File: config.mk
export PLATFORM = sky130hd
export DESIGN_NAME = calc_sequencer
export DESIGN_NICKNAME = d
export VERILOG_FILES = /design/src/rtl/calc_sequencer.sv
export SDC_FILE = /design/constraint.sdc
export NUM_CORES = 1
export LEC_CHECK = 0
export ABC_AREA = 1
export CAP_MARGIN = 15
export CORE_AREA = 2 2 185 169
export CTS_CLUSTER_SIZE = 12
export DETAILED_ROUTE_END_ITERATION = 12
export DIE_AREA = 0 0 187 171
export DONT_BUFFER_PORTS = 1
export GPL_ROUTABILITY_DRIVEN = 0
export PLACE_DENSITY = 0.58
export SLEW_MARGIN = 0
export SYNTH_ARGS = -nofsm -noshare
export SYNTH_HDL_FRONTEND = slang
export SYNTH_SLANG_ARGS = --single-unit
export TNS_END_PERCENT = 100
File: constraint.sdc
create_clock -name clk -period 8.9 [get_ports clk]
set_input_delay 1.335 -clock clk [delete_from_list [all_inputs] [get_ports clk]]
set_output_delay 1.335 -clock clk [all_outputs]
set_load 0.05 [all_outputs]
File: src/rtl/calc_sequencer.sv
// Keypad-to-arithmetic sequencer: builds signed operands from key tokens, fires the
// arithmetic unit with a one-cycle calc_en pulse and captures its answer for display.
module calc_sequencer #(
  parameter int WAIT_CYC = 2,
  parameter int MAX_MAG  = 999999,
  parameter int NEG_MAG  = 99999
) (
  input  logic               clk,
  input  logic               rst,
  input  logic               key_valid,
  input  logic [4:0]         key_code,
  input  logic signed [31:0] ans,
  output logic signed [31:0] operand1,
  output logic signed [31:0] operand2,
  output logic [2:0]         operator,
  output logic               calc_en,
  output logic signed [31:0] display,
  output logic               err,
  output logic               busy
);

  localparam int CW = (WAIT_CYC > 1) ? $clog2(WAIT_CYC) : 1;

  typedef enum logic [2:0] {
    S_OPND1,
    S_OP,
    S_OPND2,
    S_FIRE,
    S_WAIT,
    S_SHOW,
    S_ERR
  } state_t;

  state_t             state_q, state_d;
  logic [23:0]        mag_q, mag_d;
  logic               neg_q, neg_d;
  logic signed [31:0] op1_q, op1_d;
  logic signed [31:0] op2_q, op2_d;
  logic [2:0]         opr_q, opr_d;
  logic [2:0]         pend_q, pend_d;
  logic signed [31:0] disp_q, disp_d;
  logic               err_q, err_d;
  logic               en_q, en_d;
  logic [CW-1:0]      cnt_q, cnt_d;

  logic               isDigit, isEq, isOp, isClr, isSign;
  logic [3:0]         digit;
  logic [2:0]         opCode;
  logic [27:0]        digMag;
  logic               digOk, signOk, togNeg;
  logic signed [31:0] digVal, togVal, oneDigVal;
  logic [31:0]        ansAbs;
  logic               showSignOk, ansIsErr;

  // The entry register keeps magnitude and sign apart; a zero entry is never negative.
  function automatic logic signed [31:0] toVal(input logic [23:0] m, input logic n);
    logic signed [31:0] v;
    v = $signed({8'd0, m});
    return n ? -v : v;
  endfunction

  always_comb begin
    isDigit    = key_valid && (key_code <= 5'd9);
    isEq       = key_valid && (key_code == 5'd10);
    isOp       = key_valid && (key_code >= 5'd11) && (key_code <= 5'd15);
    isClr      = key_valid && (key_code == 5'd16);
    isSign     = key_valid && (key_code == 5'd17);
    digit      = key_code[3:0];
    opCode     = 3'(key_code - 5'd10);
    digMag     = 28'(mag_q) * 28'd10 + 28'(digit);
    digOk      = digMag <= 28'(MAX_MAG);
    digVal     = toVal(digMag[23:0], neg_q);
    oneDigVal  = $signed({28'd0, digit});
    signOk     = mag_q <= 24'(NEG_MAG);
    togNeg     = ~neg_q && (mag_q != 24'd0);
    togVal     = toVal(mag_q, togNeg);
    ansAbs     = op1_q[31] ? 32'(-op1_q) : 32'(op1_q);
    showSignOk = ansAbs <= 32'(NEG_MAG);
    ansIsErr   = (ans == 32'sh00EE0000) || (ans == 32'sh00CC0000);
  end

  always_comb begin
    state_d = state_q;
    mag_d   = mag_q;
    neg_d   = neg_q;
    op1_d   = op1_q;
    op2_d   = op2_q;
    opr_d   = opr_q;
    pend_d  = pend_q;
    disp_d  = disp_q;
    err_d   = err_q;
    cnt_d   = cnt_q;
    en_d    = 1'b0;

    case (state_q)
      S_OPND1: begin
        if (isDigit && digOk) begin
          mag_d  = digMag[23:0];
          op1_d  = digVal;
          disp_d = digVal;
        end else if (isSign && signOk) begin
          neg_d  = togNeg;
          op1_d  = togVal;
          disp_d = togVal;
        end else if (isOp) begin
          opr_d   = opCode;
          mag_d   = '0;
          neg_d   = 1'b0;
          state_d = S_OP;
        end
      end
      S_OP: begin
        if (isDigit) begin
          mag_d   = {20'd0, digit};
          neg_d   = 1'b0;
          op2_d   = oneDigVal;
          disp_d  = oneDigVal;
          state_d = S_OPND2;
        end else if (isOp) begin
          opr_d = opCode;
        end
      end
      S_OPND2: begin
        if (isDigit && digOk) begin
          mag_d  = digMag[23:0];
          op2_d  = digVal;
          disp_d = digVal;
        end else if (isSign && signOk) begin
          neg_d  = togNeg;
          op2_d  = togVal;
          disp_d = togVal;
        end else if (isEq) begin
          pend_d  = 3'd0;
          state_d = S_FIRE;
        end else if (isOp) begin
          pend_d  = opCode;
          state_d = S_FIRE;
        end
      end
      S_FIRE: begin
        cnt_d   = '0;
        state_d = S_WAIT;
      end
      S_WAIT: begin
        if (cnt_q == CW'(WAIT_CYC - 1)) begin
          disp_d = ans;
          if (ansIsErr) begin
            err_d   = 1'b1;
            state_d = S_ERR;
          end else begin
            op1_d = ans;
            if (pend_q != 3'd0) begin
              opr_d   = pend_q;
              pend_d  = 3'd0;
              mag_d   = '0;
              neg_d   = 1'b0;
              state_d = S_OP;
            end else begin
              state_d = S_SHOW;
            end
          end
        end else begin
          cnt_d = cnt_q + CW'(1);
        end
      end
      S_SHOW: begin
        if (isDigit) begin
          mag_d   = {20'd0, digit};
          neg_d   = 1'b0;
          op1_d   = oneDigVal;
          disp_d  = oneDigVal;
          state_d = S_OPND1;
        end else if (isOp) begin
          opr_d   = opCode;
          mag_d   = '0;
          neg_d   = 1'b0;
          state_d = S_OP;
        end else if (isEq) begin
          pend_d  = 3'd0;
          state_d = S_FIRE;
        end else if (isSign && showSignOk) begin
          mag_d   = ansAbs[23:0];
          neg_d   = ~op1_q[31] && (ansAbs != 32'd0);
          op1_d   = -op1_q;
          disp_d  = -op1_q;
          state_d = S_OPND1;
        end
      end
      S_ERR: ;
      default: state_d = S_OPND1;
    endcase

    // Clear is honoured everywhere except while a calculation is in flight.
    if (isClr && (state_q != S_FIRE) && (state_q != S_WAIT)) begin
      state_d = S_OPND1;
      mag_d   = '0;
      neg_d   = 1'b0;
      op1_d   = '0;
      op2_d   = '0;
      opr_d   = '0;
      pend_d  = '0;
      disp_d  = '0;
      err_d   = 1'b0;
      cnt_d   = '0;
    end

    en_d = (state_d == S_FIRE);
  end

  always_ff @(posedge clk or negedge rst) begin
    if (!rst) begin
      state_q <= S_OPND1;
      mag_q   <= '0;
      neg_q   <= 1'b0;
      op1_q   <= '0;
      op2_q   <= '0;
      opr_q   <= '0;
      pend_q  <= '0;
      disp_q  <= '0;
      err_q   <= 1'b0;
      en_q    <= 1'b0;
      cnt_q   <= '0;
    end else begin
      state_q <= state_d;
      mag_q   <= mag_d;
      neg_q   <= neg_d;
      op1_q   <= op1_d;
      op2_q   <= op2_d;
      opr_q   <= opr_d;
      pend_q  <= pend_d;
      disp_q  <= disp_d;
      err_q   <= err_d;
      en_q    <= en_d;
      cnt_q   <= cnt_d;
    end
  end

  assign operand1 = op1_q;
  assign operand2 = op2_q;
  assign operator = opr_q;
  assign calc_en  = en_q;
  assign display  = disp_q;
  assign err      = err_q;
  assign busy     = (state_q == S_FIRE) || (state_q == S_WAIT);

endmodule

==> flow_metrics.env <==
export IMPL_r2r_cells=23
export IMPL_setup_repair_after_global_routing_missed_its_margin="no"
export IMPL_finalCritPeriodShare_pct=63.4
export IMPL_drtIter0Drc=1565
export IMPL_cts_inserted_buffers=17
export IMPL_postSynthNetCount=2313
export IMPL_drt_antenna_violating_nets=0
export IMPL_post_synth_inst_count=2216
export IMPL_gates_resized_cts_repair=0
export IMPL_core_footprint_um2=30300
export IMPL_cts_max_level=4
export IMPL_grt_antenna_before_repair=1
export IMPL_slew_limit_headroom_pct=22.8
export IMPL_final_setup_tns_ns=0
export IMPL_insertedDiodeCount=0
export IMPL_yosysUniqueCellTypes=57
export IMPL_clock_skew_final_ns=0.0113
export IMPL_cpMaxStageDelayCell="inv_1"
export IMPL_drt_total_wl_um=48500
export IMPL_io_pins=142
export IMPL_worst_slew_pin_slew_ns=1.15
export IMPL_clockRootBuffer="clkbuf_16"
export IMPL_grt_max_degree=134
export IMPL_drv_slew=0
export IMPL_synth_warnings=0
export IMPL_finish_stage_setup_viols=0
export IMPL_grt_total_usage_pct=30.0
export IMPL_num_rows=61
export IMPL_finalHoldViolations=0
export IMPL_worst_ep_arrival_time_ns=6.03
export IMPL_wire_length_of_the_first_global_routing_pass_um=74800
export IMPL_initial_core_util_pct=44.0
export IMPL_fin_util_pct=46.7
export IMPL_outcome="finished clean"
export IMPL_number_of_global_route_vias_before_repair=13400
export IMPL_cts_hold_buf=0
export IMPL_layout_setup_ws_ns=3.26
export IMPL_clk_insertion_delay_late_ns=0.45
export IMPL_design_die_area_um2=32000
export IMPL_timing_critical_path_from_type="register"
export IMPL_synthesis_area_per_instance_um2=6.01
export IMPL_place_port_buffers=0
export IMPL_nNetsFinal=2275
export IMPL_timing_final_crit_period_ns=5.64
export IMPL_criticalPathCategory="register to register"
export IMPL_detail_route_drc_violations=0
export IMPL_fraction_of_final_layout_cells_sized_beyond_drive_strength_1_pct=7.35
export IMPL_clock_tree_from_tritoncts="built"
export IMPL_detailroute_via_count=14400
export IMPL_yosys_register_bits=133
export IMPL_detail_route_wl_per_cell_um=18.6
export IMPL_crit_fanout=41
export IMPL_flow_area_growth_from_synthesis_pct=6.14
export IMPL_place_detailed_hpwl_um=37500
export IMPL_critical_path_max_stage_delay_ns=0.66
export IMPL_timing_hold_worst_class="register to register"
export IMPL_drt_pass1_iter_count=5
export IMPL_cts_setup_buffers=0
export IMPL_grt_ovfl_total=0
export IMPL_cts_clk_slew_worst_paths_ns=0.07
export IMPL_crit_required_ns=9.29
export IMPL_timing_critical_path_to_type="register"
export IMPL_detailed_route_vias_per_instance=5.55
export IMPL_maxClockFrequency_mhz=177
export IMPL_die_width_um=187
export IMPL_max_clock_path_buffers=2
export IMPL_hold_depth=2
export IMPL_max_cap_violations=0
export IMPL_die_h_um=171
export IMPL_crit_path_frequent_cell="nand2_1"
export IMPL_dp_worst_setup_slack_ns=3.16
export IMPL_sequential_element_share_of_the_synthesized_area_pct=25.0
export IMPL_clock_sink_count=133
export IMPL_worstPathCellList="ha_1 > ha_1 > fa_1 > nand2_1 > nor2_1 > nand2_1 > nand2_1 > nand2_1 > nor2_1 > nand3_2 > nor2_4 > nand3_1 > xor2_1 > nand2_1 > nand3_2 > nor2_2 > nor2_4 > nand3_4 > nand2_1 > nand2_1 > inv_1 > nand2_1 > nand2_1"
export IMPL_mappedNetlistArea_um2=13300
## flip-flops by register name, summed over array words and instances, names as in the netlist
signal and cells:
neg_q 1, operand1 32, operator 3, mag_q 24, cnt_q 1, err 1
calc_en 1, operand2 32, pend_q 3, state_q 3, display 32
## cell families after synthesis
| kind of cell | count (synthesis) | synth area share, % |
|---|---|---|
| flip-flops | 133 | 25.0 |
| buffers and inverters | 327 | 10.0 |
| AO/OA/AOI/OAI | 253 | 11.2 |
| adder cells (fa/ha/maj) | 57 | 5.46 |
| AND/OR/NAND/NOR | 1391 | 44.7 |
| XOR/XNOR | 55 | 3.62 |
## cell usage after synthesis (all sizes together)
cell,number,share of area (%)
nand2,901,26
inv,258,7.3
nor2,231,7.3
nand3,166,7.0
o21ai,145,5.9
dfrtp,133,25
ha,55,5.2
a21oi,50,1.9
xor2,46,3.0
clkbuf,38,1.1
nand4,37,1.8
buf,29,1.6
nor3,25,1.0
nor4,18,0.85
o31ai,11,0.62
o221ai,10,0.66
o22ai,9,0.42
xnor2,9,0.59
a22oi,7,0.39
nand3b,7,0.39
and2,3,0.14
o211ai,3,0.17
a211oi,2,0.11
a21o,2,0.11
a31oi,2,0.094
a32o,2,0.15
clkinv,2,0.056
fa,2,0.30
o21a,2,0.11
or2,2,0.094
a2111oi,1,0.066
a221oi,1,0.066
a32oi,1,0.066
a41oi,1,0.066
o2111a,1,0.085
o2111ai,1,0.066
o21bai,1,0.056
o32ai,1,0.066
or4,1,0.056
## critical path: cells and delay by family (launching register included)
| kind | cells | cell delay [ns] |
|---|---|---|
| xor+xnor | 1 | 0.31 |
| buf+inv | 1 | 0.66 |
| simple gates | 18 | 2.96 |
| fa+ha+maj | 3 | 1.16 |
| flops | 1 | 0.46 |
## area by class of cell
type                            count  area (um^2)
Timing Repair Buffer               10         75.1
Sequential cell                   133         3330
Multi-Input combinational cell   1756         8670
Fill cell                        3352        16200
Inverter                          260          978
Clock buffer                       17          425
Tap cell                          409          512
Clock inverter                     15          159
## stage by stage
stage / hold slack (ns) / instances / cell area, um^2
after floorplan: 0.476 / 2216 / 13300
after global placement: 0.500 / 2567 / 13600
after detailed placement: 0.512 / 2567 / 13600
after CTS: 0.526 / 2599 / 14100
after global routing: 0.558 / 2600 / 14100
final: 0.534 / 2600 / 14100
## final timing paths
kind                       slack [ns]                  start                  endpoint
max in group asynchronous        8.08                    rst      state_q[1]$_DFF_PN0_
min                              0.53  pend_q[1]$_DFFE_PN0P_     pend_q[1]$_DFFE_PN0P_
max reg2reg                      3.26   mag_q[1]$_DFFE_PN0P_     mag_q[15]$_DFFE_PN0P_
min reg2reg                      0.53  pend_q[1]$_DFFE_PN0P_     pend_q[1]$_DFFE_PN0P_
min in group asynchronous        0.58                    rst  operand2[23]$_DFFE_PN0P_
max                              3.26   mag_q[1]$_DFFE_PN0P_     mag_q[15]$_DFFE_PN0P_
## cells in the final DEF (no fill, tap or decap), drive strengths merged, types with 3 or more instances in the layout
| cell | count |
|---|---|
| nor4 | 18 |
| and2 | 3 |
| o31ai | 11 |
| nor2 | 231 |
| nor3 | 25 |
| o22ai | 9 |
| o21ai | 145 |
| clkinv | 5 |
| o211ai | 3 |
| inv | 267 |
| clkbuf | 17 |
| a22oi | 7 |
| buf | 10 |
| nand4 | 37 |
| xor2 | 46 |
| o221ai | 10 |
| nand3 | 166 |
| ha | 55 |
| xnor2 | 9 |
| nand3b | 7 |
| dfrtp | 133 |
| nand2 | 901 |
| a21oi | 50 |
## routing by layer
layer	vias to the layer above	global-route usage [%]	share of wire, %
li1	7015	-	-
met1	6688	41.4	45
met2	650	46.5	43
met3	76	6.46	8.7
met4	2	9.97	2.5
met5	-	0	0.014
Power is not shown: default switching activity piles up to over one toggle a cycle in this logic, so the estimate is an artifact.
